File: src/rtl/mem_access_initiator_if.sv
// MOV/MOC memory bus between the access initiator (master)
// and the big-endian RAM (slave).
interface mem_access_initiator_if #(
   parameter int ADDR_W = 9
);
   logic              MOV;
   logic              MemRead;
   logic              MemWrite;
   logic [ADDR_W-1:0] Address;
   logic [31:0]       DataToMem;
   logic [31:0]       DataFromMem;
   logic              MOC;

   modport master (
      output MOV, MemRead, MemWrite, Address, DataToMem,
      input  DataFromMem, MOC
   );

   modport slave (
      input  MOV, MemRead, MemWrite, Address, DataToMem,
      output DataFromMem, MOC
   );
endinterface

File: src/rtl/mem_access_initiator.sv
// Four-phase MOV/MOC bus master: word fetch + lane extract for loads,
// read-modify-write for sub-word stores. MEM_TIMEOUT_EN adds a phase timeout.
module mem_access_initiator #(
   parameter int ADDR_W = 9
`ifdef MEM_TIMEOUT_EN
   , parameter int TIMEOUT = 15
`endif
) (
   input  logic                   clock,
   input  logic                   reset,
   input  logic                   req,
   input  logic                   rw,
   input  logic [1:0]             size,
   input  logic                   sgn,
   input  logic [ADDR_W-1:0]      addr,
   input  logic [31:0]            wdata,
   output logic                   busy,
   output logic                   done,
   output logic                   err,
   output logic [31:0]            rdata,
   mem_access_initiator_if.master bus
);
   typedef enum logic [2:0] {
      IDLE, SETUP, ASSERT, RELEASE, DONE
   } state_t;

   state_t      state;
   logic        l_rw, l_sgn, wr_phase;
   logic [1:0]  l_size, l_off;
   logic [15:0] l_wdata;
   logic [31:0] buffer, merged, ext;
   logic [7:0]  lane_b;
   logic [15:0] lane_h;
   logic        bad, word_st, rmw, expired;

   always_comb begin
      bad = (size == 2'b11)
         || (size == 2'b01 && addr[0])
         || (size == 2'b10 && addr[1:0] != 2'b00);
      word_st = rw && size == 2'b10;
      rmw = l_rw && l_size != 2'b10;
   end

   // Big-endian lanes: offset 0 lives in bits 31:24.
   always_comb begin
      merged = buffer;
      unique case (l_off)
         2'd0:    lane_b = buffer[31:24];
         2'd1:    lane_b = buffer[23:16];
         2'd2:    lane_b = buffer[15:8];
         default: lane_b = buffer[7:0];
      endcase
      lane_h = l_off[1] ? buffer[15:0] : buffer[31:16];
      if (l_size == 2'b00) begin
         unique case (l_off)
            2'd0:    merged[31:24] = l_wdata[7:0];
            2'd1:    merged[23:16] = l_wdata[7:0];
            2'd2:    merged[15:8]  = l_wdata[7:0];
            default: merged[7:0]   = l_wdata[7:0];
         endcase
      end else if (l_size == 2'b01) begin
         if (l_off[1]) merged[15:0] = l_wdata;
         else          merged[31:16] = l_wdata;
      end
      unique case (l_size)
         2'b00:   ext = {{24{l_sgn & lane_b[7]}}, lane_b};
         2'b01:   ext = {{16{l_sgn & lane_h[15]}}, lane_h};
         default: ext = buffer;
      endcase
   end

`ifdef MEM_TIMEOUT_EN
   localparam int CW = $clog2(TIMEOUT + 1);
   localparam logic [CW-1:0] LAST = CW'(TIMEOUT - 1);
   logic [CW-1:0] cnt;

   // Restarts on entry to ASSERT (from SETUP) and to RELEASE (on MOC).
   always_ff @(posedge clock) begin
      if (!reset || !(state == ASSERT || state == RELEASE)
          || (state == ASSERT && bus.MOC))
         cnt <= '0;
      else
         cnt <= cnt + 1'b1;
   end
   assign expired = (cnt == LAST);
`else
   assign expired = 1'b0;
`endif

   always_ff @(posedge clock) begin
      if (!reset) begin
         state         <= IDLE;
         busy          <= 1'b0;
         done          <= 1'b0;
         err           <= 1'b0;
         rdata         <= '0;
         bus.MOV       <= 1'b0;
         bus.MemRead   <= 1'b0;
         bus.MemWrite  <= 1'b0;
         bus.Address   <= '0;
         bus.DataToMem <= '0;
         l_rw          <= 1'b0;
         l_sgn         <= 1'b0;
         l_size        <= '0;
         l_off         <= '0;
         l_wdata       <= '0;
         wr_phase      <= 1'b0;
         buffer        <= '0;
      end else begin
         done <= 1'b0;
         unique case (state)
            IDLE: if (req) begin
               l_rw    <= rw;
               l_sgn   <= sgn;
               l_size  <= size;
               l_off   <= addr[1:0];
               l_wdata <= wdata[15:0];
               busy    <= 1'b1;
               if (bad) begin
                  err   <= 1'b1;
                  done  <= 1'b1;
                  state <= DONE;
               end else begin
                  bus.Address   <= {addr[ADDR_W-1:2], 2'b00};
                  bus.DataToMem <= wdata;
                  bus.MemRead   <= !word_st;
                  bus.MemWrite  <= word_st;
                  wr_phase      <= word_st;
                  state         <= SETUP;
               end
            end
            SETUP: begin
               bus.MOV <= 1'b1;
               state   <= ASSERT;
            end
            ASSERT: if (bus.MOC) begin
               buffer       <= bus.DataFromMem;
               bus.MOV      <= 1'b0;
               bus.MemRead  <= 1'b0;
               bus.MemWrite <= 1'b0;
               state        <= RELEASE;
            end else if (expired) begin
               bus.MOV      <= 1'b0;
               bus.MemRead  <= 1'b0;
               bus.MemWrite <= 1'b0;
               rdata        <= '0;
               err          <= 1'b1;
               done         <= 1'b1;
               state        <= DONE;
            end
            RELEASE: if (!bus.MOC) begin
               if (rmw && !wr_phase) begin
                  buffer        <= merged;
                  bus.DataToMem <= merged;
                  bus.MemWrite  <= 1'b1;
                  wr_phase      <= 1'b1;
                  state         <= SETUP;
               end else begin
                  if (!l_rw) rdata <= ext;
                  done  <= 1'b1;
                  state <= DONE;
               end
            end else if (expired) begin
               rdata <= '0;
               err   <= 1'b1;
               done  <= 1'b1;
               state <= DONE;
            end
            DONE: begin
               busy  <= 1'b0;
               err   <= 1'b0;
               state <= IDLE;
            end
            default: state <= IDLE;
         endcase
      end
   end
endmodule

File: src/flat_wrapper.sv
// flat-port wrapper written by rule: the top's interface ports become plain ports
module mem_access_initiator_flat 
#(
   parameter int ADDR_W = 9

)
  (clock, reset, req, rw, size, sgn, addr, wdata, busy, done, err, rdata, bus_MOV, bus_MemRead, bus_MemWrite, bus_Address, bus_DataToMem, bus_DataFromMem, bus_MOC);
  mem_access_initiator_if #(.ADDR_W(ADDR_W)) bus_i ();
  input  logic clock;
  input  logic reset;
  input  logic req;
  input  logic rw;
  input  logic [1:0] size;
  input  logic sgn;
  input  logic [ADDR_W-1:0] addr;
  input  logic [31:0] wdata;
  output logic busy;
  output logic done;
  output logic err;
  output logic [31:0] rdata;
  output wire logic [$bits(bus_i.MOV)-1:0] bus_MOV;
  output wire logic [$bits(bus_i.MemRead)-1:0] bus_MemRead;
  output wire logic [$bits(bus_i.MemWrite)-1:0] bus_MemWrite;
  output wire logic [$bits(bus_i.Address)-1:0] bus_Address;
  output wire logic [$bits(bus_i.DataToMem)-1:0] bus_DataToMem;
  input wire logic [$bits(bus_i.DataFromMem)-1:0] bus_DataFromMem;
  input wire logic [$bits(bus_i.MOC)-1:0] bus_MOC;
  assign bus_MOV = bus_i.MOV;
  assign bus_MemRead = bus_i.MemRead;
  assign bus_MemWrite = bus_i.MemWrite;
  assign bus_Address = bus_i.Address;
  assign bus_DataToMem = bus_i.DataToMem;
  assign bus_i.DataFromMem = bus_DataFromMem;
  assign bus_i.MOC = bus_MOC;
  mem_access_initiator #(.ADDR_W(ADDR_W)) u_core (.clock(clock), .reset(reset), .req(req), .rw(rw), .size(size), .sgn(sgn), .addr(addr), .wdata(wdata), .busy(busy), .done(done), .err(err), .rdata(rdata), .bus(bus_i));
endmodule
File: config.mk
export PLATFORM = sky130hd
export DESIGN_NAME = mem_access_initiator_flat
export DESIGN_NICKNAME = d
export VERILOG_FILES = /design/src/rtl/mem_access_initiator_if.sv /design/src/rtl/mem_access_initiator.sv /design/src/flat_wrapper.sv
export SDC_FILE = /design/constraint.sdc
export NUM_CORES = 1
export LEC_CHECK = 0
export CAP_MARGIN = 10
export CORE_UTILIZATION = 49
export CTS_CLUSTER_DIAMETER = 60
export CTS_CLUSTER_SIZE = 30
export DETAILED_ROUTE_END_ITERATION = 12
export HOLD_SLACK_MARGIN = 0.15
export PLACE_DENSITY = 0.8
export REMOVE_ABC_BUFFERS = 1
export SYNTH_ARGS = -nofsm -noshare
export SYNTH_HDL_FRONTEND = slang
export SYNTH_SLANG_ARGS = --single-unit
File: constraint.sdc
create_clock -name clock -period 2.1 [get_ports clock]
set_input_delay 0.63 -clock clock [delete_from_list [all_inputs] [get_ports clock]]
set_output_delay 0.63 -clock clock [all_outputs]
set_load 0.005 [all_outputs]
==> summary.txt <==
STA
  – Period utilization: 100%
  – Final Max Slew Viols: 0
  – Least-Margin Pin Slew: 725 ps
  – Finish-stage setup viols: 2
  – Max Clock Skew: 7.46 ps
  – Fin worst setup slack: -1.26 ps
  – Max-slew headroom: 51.3%
  – Final hold violation count: 0
  – Worst hold slack: 465 ps
  – Fmax: 476 MHz
  – Fin Setup TNS: -1.70 ps
  – Final Critical Period: 2100 ps

Setup path
  – Max stage delay on crit path: 420 ps
  – Crit path required time: 2470 ps
  – WP data arrival: 2470 ps
  – Peak fanout along the critical path: 10
  – Type of destination of the critical path: flip-flop
  – Crit-path slowest cell: clkdlybuf4s50_1
  – Critical-path cell list: clkdlybuf4s50_1 -> buf_4 -> o21a_1 -> o211a_4 -> a21oi_4 -> and2_4 -> clkbuf_16 -> a32o_1
  – Crit path kind: primary input to flip-flop
  – Top Family by Delay on Critical Path: compound AO/OA/AOI/OAI gates
  – Startpoint types: primary input
  – Number of buffers and inverters on the critical path: 3

Drt
  – Starting DRC count in detailed routing: 783
  – Highest routed layer: met4
  – Final wirelength: 20.7 mm
  – Antenna Violating Nets Remaining: 0
  – DRT met1 WL: 8.18 mm
  – WL met2: 9.84 mm
  – Vias: 6,541
  – Met3 Wirelength: 2.02 mm
  – Routed wire per std cell: 18.9 microns
  – Pre-antenna DRT Iters: 5
  – Via density: 5.98
  – DRC: 0

CTS
  – H-tree levels: 4
  – Num CTS Buffers: 17
  – Clock sink count: 135
  – Skew-Pair Late Insertion Delay: 430 ps
  – Post-CTS Hold Buffers: 0
  – Root Driver: clkbuf_16
  – CTS tree: built
  – Reg clk slew, reported paths: 60 ps
  – Bufs on Longest Clock Path: 2

Placed design
  – Global placement routability congestion: 0.881
  – I/O Buffers: 157
  – HPWL Detailed: 14.2 mm
  – Placed Cells: 1,058

Yosys
  – Library cells used by synthesis: 50
  – Post-synth top cells: 135 x dfxtp_1, 112 x nand2_1, 61 x o21ai_0
  – Top FF cell, synth: dfxtp_1
  – Number of synthesized flops with an enable pin: 0
  – Asr flop ratio synth: 0%
  – Syn Area/Cell: 8.49 sq um
  – Register area share after synthesis: 42.5%
  – Synth area leaders: dfxtp_1 43%, nand2_1 6.6%, a32o_1 6.3%
  – Cell taking the most area after synthesis: dfxtp_1
  – Yosys warns: 0
  – Post-Synth Simple-Gate Area: 21.4%
  – Number of synthesized register bits: 135
  – Post-Synth Adder-Cell Area: 0%
  – Most numerous cell in the Yosys netlist: dfxtp_1
  – Syn Std Cell Area: 6360 sq um
  – Top cell type's share of synthesized area: 42.5%
  – Xor and xnor fraction of the mapped netlist area: 0%
  – Main combinational cell family by area after synthesis: compound AO/OA/AOI/OAI gates
  – Synth Instances: 749
  – Post-synthesis mux area share: 4.29%
  – Synth Area in Compound Gates: 26.3%

Final layout
  – Post-Route Utilization: 71.2%
  – # fillers: 972
  – Number of diodes: 0
  – Fin nets: 989
  – Area overhead of the layout relative to synthesis: 41.4%
  – Register area: 2700 sq um
  – Share of cells above drive strength 1: 11.0%
  – Non-filler instance count after layout: 1,093
  – Area of the multi-input gates: 3380 sq um

Global route
  – First-pass GRT wire length: 31.6 mm
  – Total GRT Usage: 31.0%
  – GRT Residual Overflow: 0
  – Vias in the first global route: 6,251
  – Initial antenna violation count: 0
  – Largest net degree at the start of global routing: 66

Floorplanning
  – Die area: 13,400 sq um
  – IO Pins: 160
  – Rows: 41
  – Die W: 116 microns
  – Core area: 12,600 sq um
  – Die H: 116 microns
  – Starting Density: 50.4%

Status
  – Outcome: finished, violations left
  – Failing checks: setup timing

Hold path
  – Hold crit path type: flip-flop to flip-flop

Pwr
  – Power Density: 819 nW/um^2
  – P_leak: 3.47 nW
  – Peak supply drop: 0.494 mV
  – Total design power: 7.36 mW

Job
  – MaxCap Viol Count: 0
## sequential cells by signal, summed over array words and instances, names as in the netlist, 2 cells and up
name,count
u_core.l_wdata,16
u_core.state,3
u_core.bus.DataToMem,32
u_core.rdata,32
u_core.buffer,32
u_core.l_size,2
u_core.l_off,2
u_core.bus.Address,7
## repair_timing
action / CTS / global route
setup endpoints to repair: 50 / 77
pin swaps: 0 / 3
endpoints found under the hold margin: 0 / 0
resized for setup: 3 / 13
gates cloned: 0 / 2
setup buffers: 0 / 1
## routing by layer
metal,vias to the layer above,global-route usage (%)
met1,3067,38.7
met5,-,0
met2,404,50.9
met3,59,7.37
li1,3011,-
met4,0,13.7
## final cells by class
type	instances	share of cell area (%)
clock buffer	23	5.32
clock inverter	9	1.36
inverter	5	0.209
multi-input combinational	544	37.6
sequential	135	30.1
tap	172	2.39
timing repair buffer	205	23.0
## metrics by stage
stage | setup WS [ps] | area (sq um)
after floorplan | -1250 | 6040
after detailed placement | -476 | 8270
after global routing | -26.8 | 8990
after global placement | -406 | 8270
after CTS | 5.60 | 8880
final | -1.26 | 8990
## cells in the final DEF, fill, tap and decap left out, types with 3 or more instances in the layout
master           synthesis  final
clkbuf_8                 0      3
a31o_1                   8      8
dfxtp_1                135    135
nand2b_1                55     55
nor3b_1                  8      8
or3_1                    3      3
nand3b_1                 3      3
clkbuf_1                42      3
buf_4                    6     36
a21boi_0                31     30
o21ai_0                 61     61
nor2b_1                 12     10
clkinv_2                 0      5
o221ai_1                 8      8
o2bb2ai_1                8      8
nand3_1                 18     17
nand2_1                112    111
nor3_1                  11     10
clkdlybuf4s50_1          0    155
a221oi_1                15     15
a21oi_1                 43     42
buf_12                   0      8
inv_1                    5      5
a32o_1                  40     40
o22ai_1                 10      8
mux2i_1                 25     25
and2_1                   5      3
nor2_1                  40     39
clkbuf_16                0     19
bufinv_16                0      3
## logic make-up after synthesis
group / count (synthesis)
other cells: 1
flops: 135
mux: 27
simple gates: 276
compound gates: 239
buf+inv: 71
## final timing paths
| check | startpoint | end | slack (ps) | cells past startpoint |
|---|---|---|---|---|
| setup / recovery | size[0] | u_core.bus.DataToMem[18] | -1 | 8 |
| hold / removal | u_core.bus.DataToMem[4] | u_core.bus.DataToMem[4] | 470 | 1 |
| setup reg to reg | u_core.state[0] | u_core.bus.DataToMem[18] | 80 | 6 |
| hold reg to reg | u_core.bus.DataToMem[4] | u_core.bus.DataToMem[4] | 470 | 1 |
## power breakdown
group | switching (mW) | internal, mW | total (mW) | leakage, nW
clock | 1.09 | 1.95 | 3.04 | 0.297
sequential | 0.164 | 2.74 | 2.91 | 1.10
combinational | 0.658 | 0.753 | 1.41 | 2.08
total | 1.91 | 5.45 | 7.36 | 3.47
(Power assumes the default switching activity.)
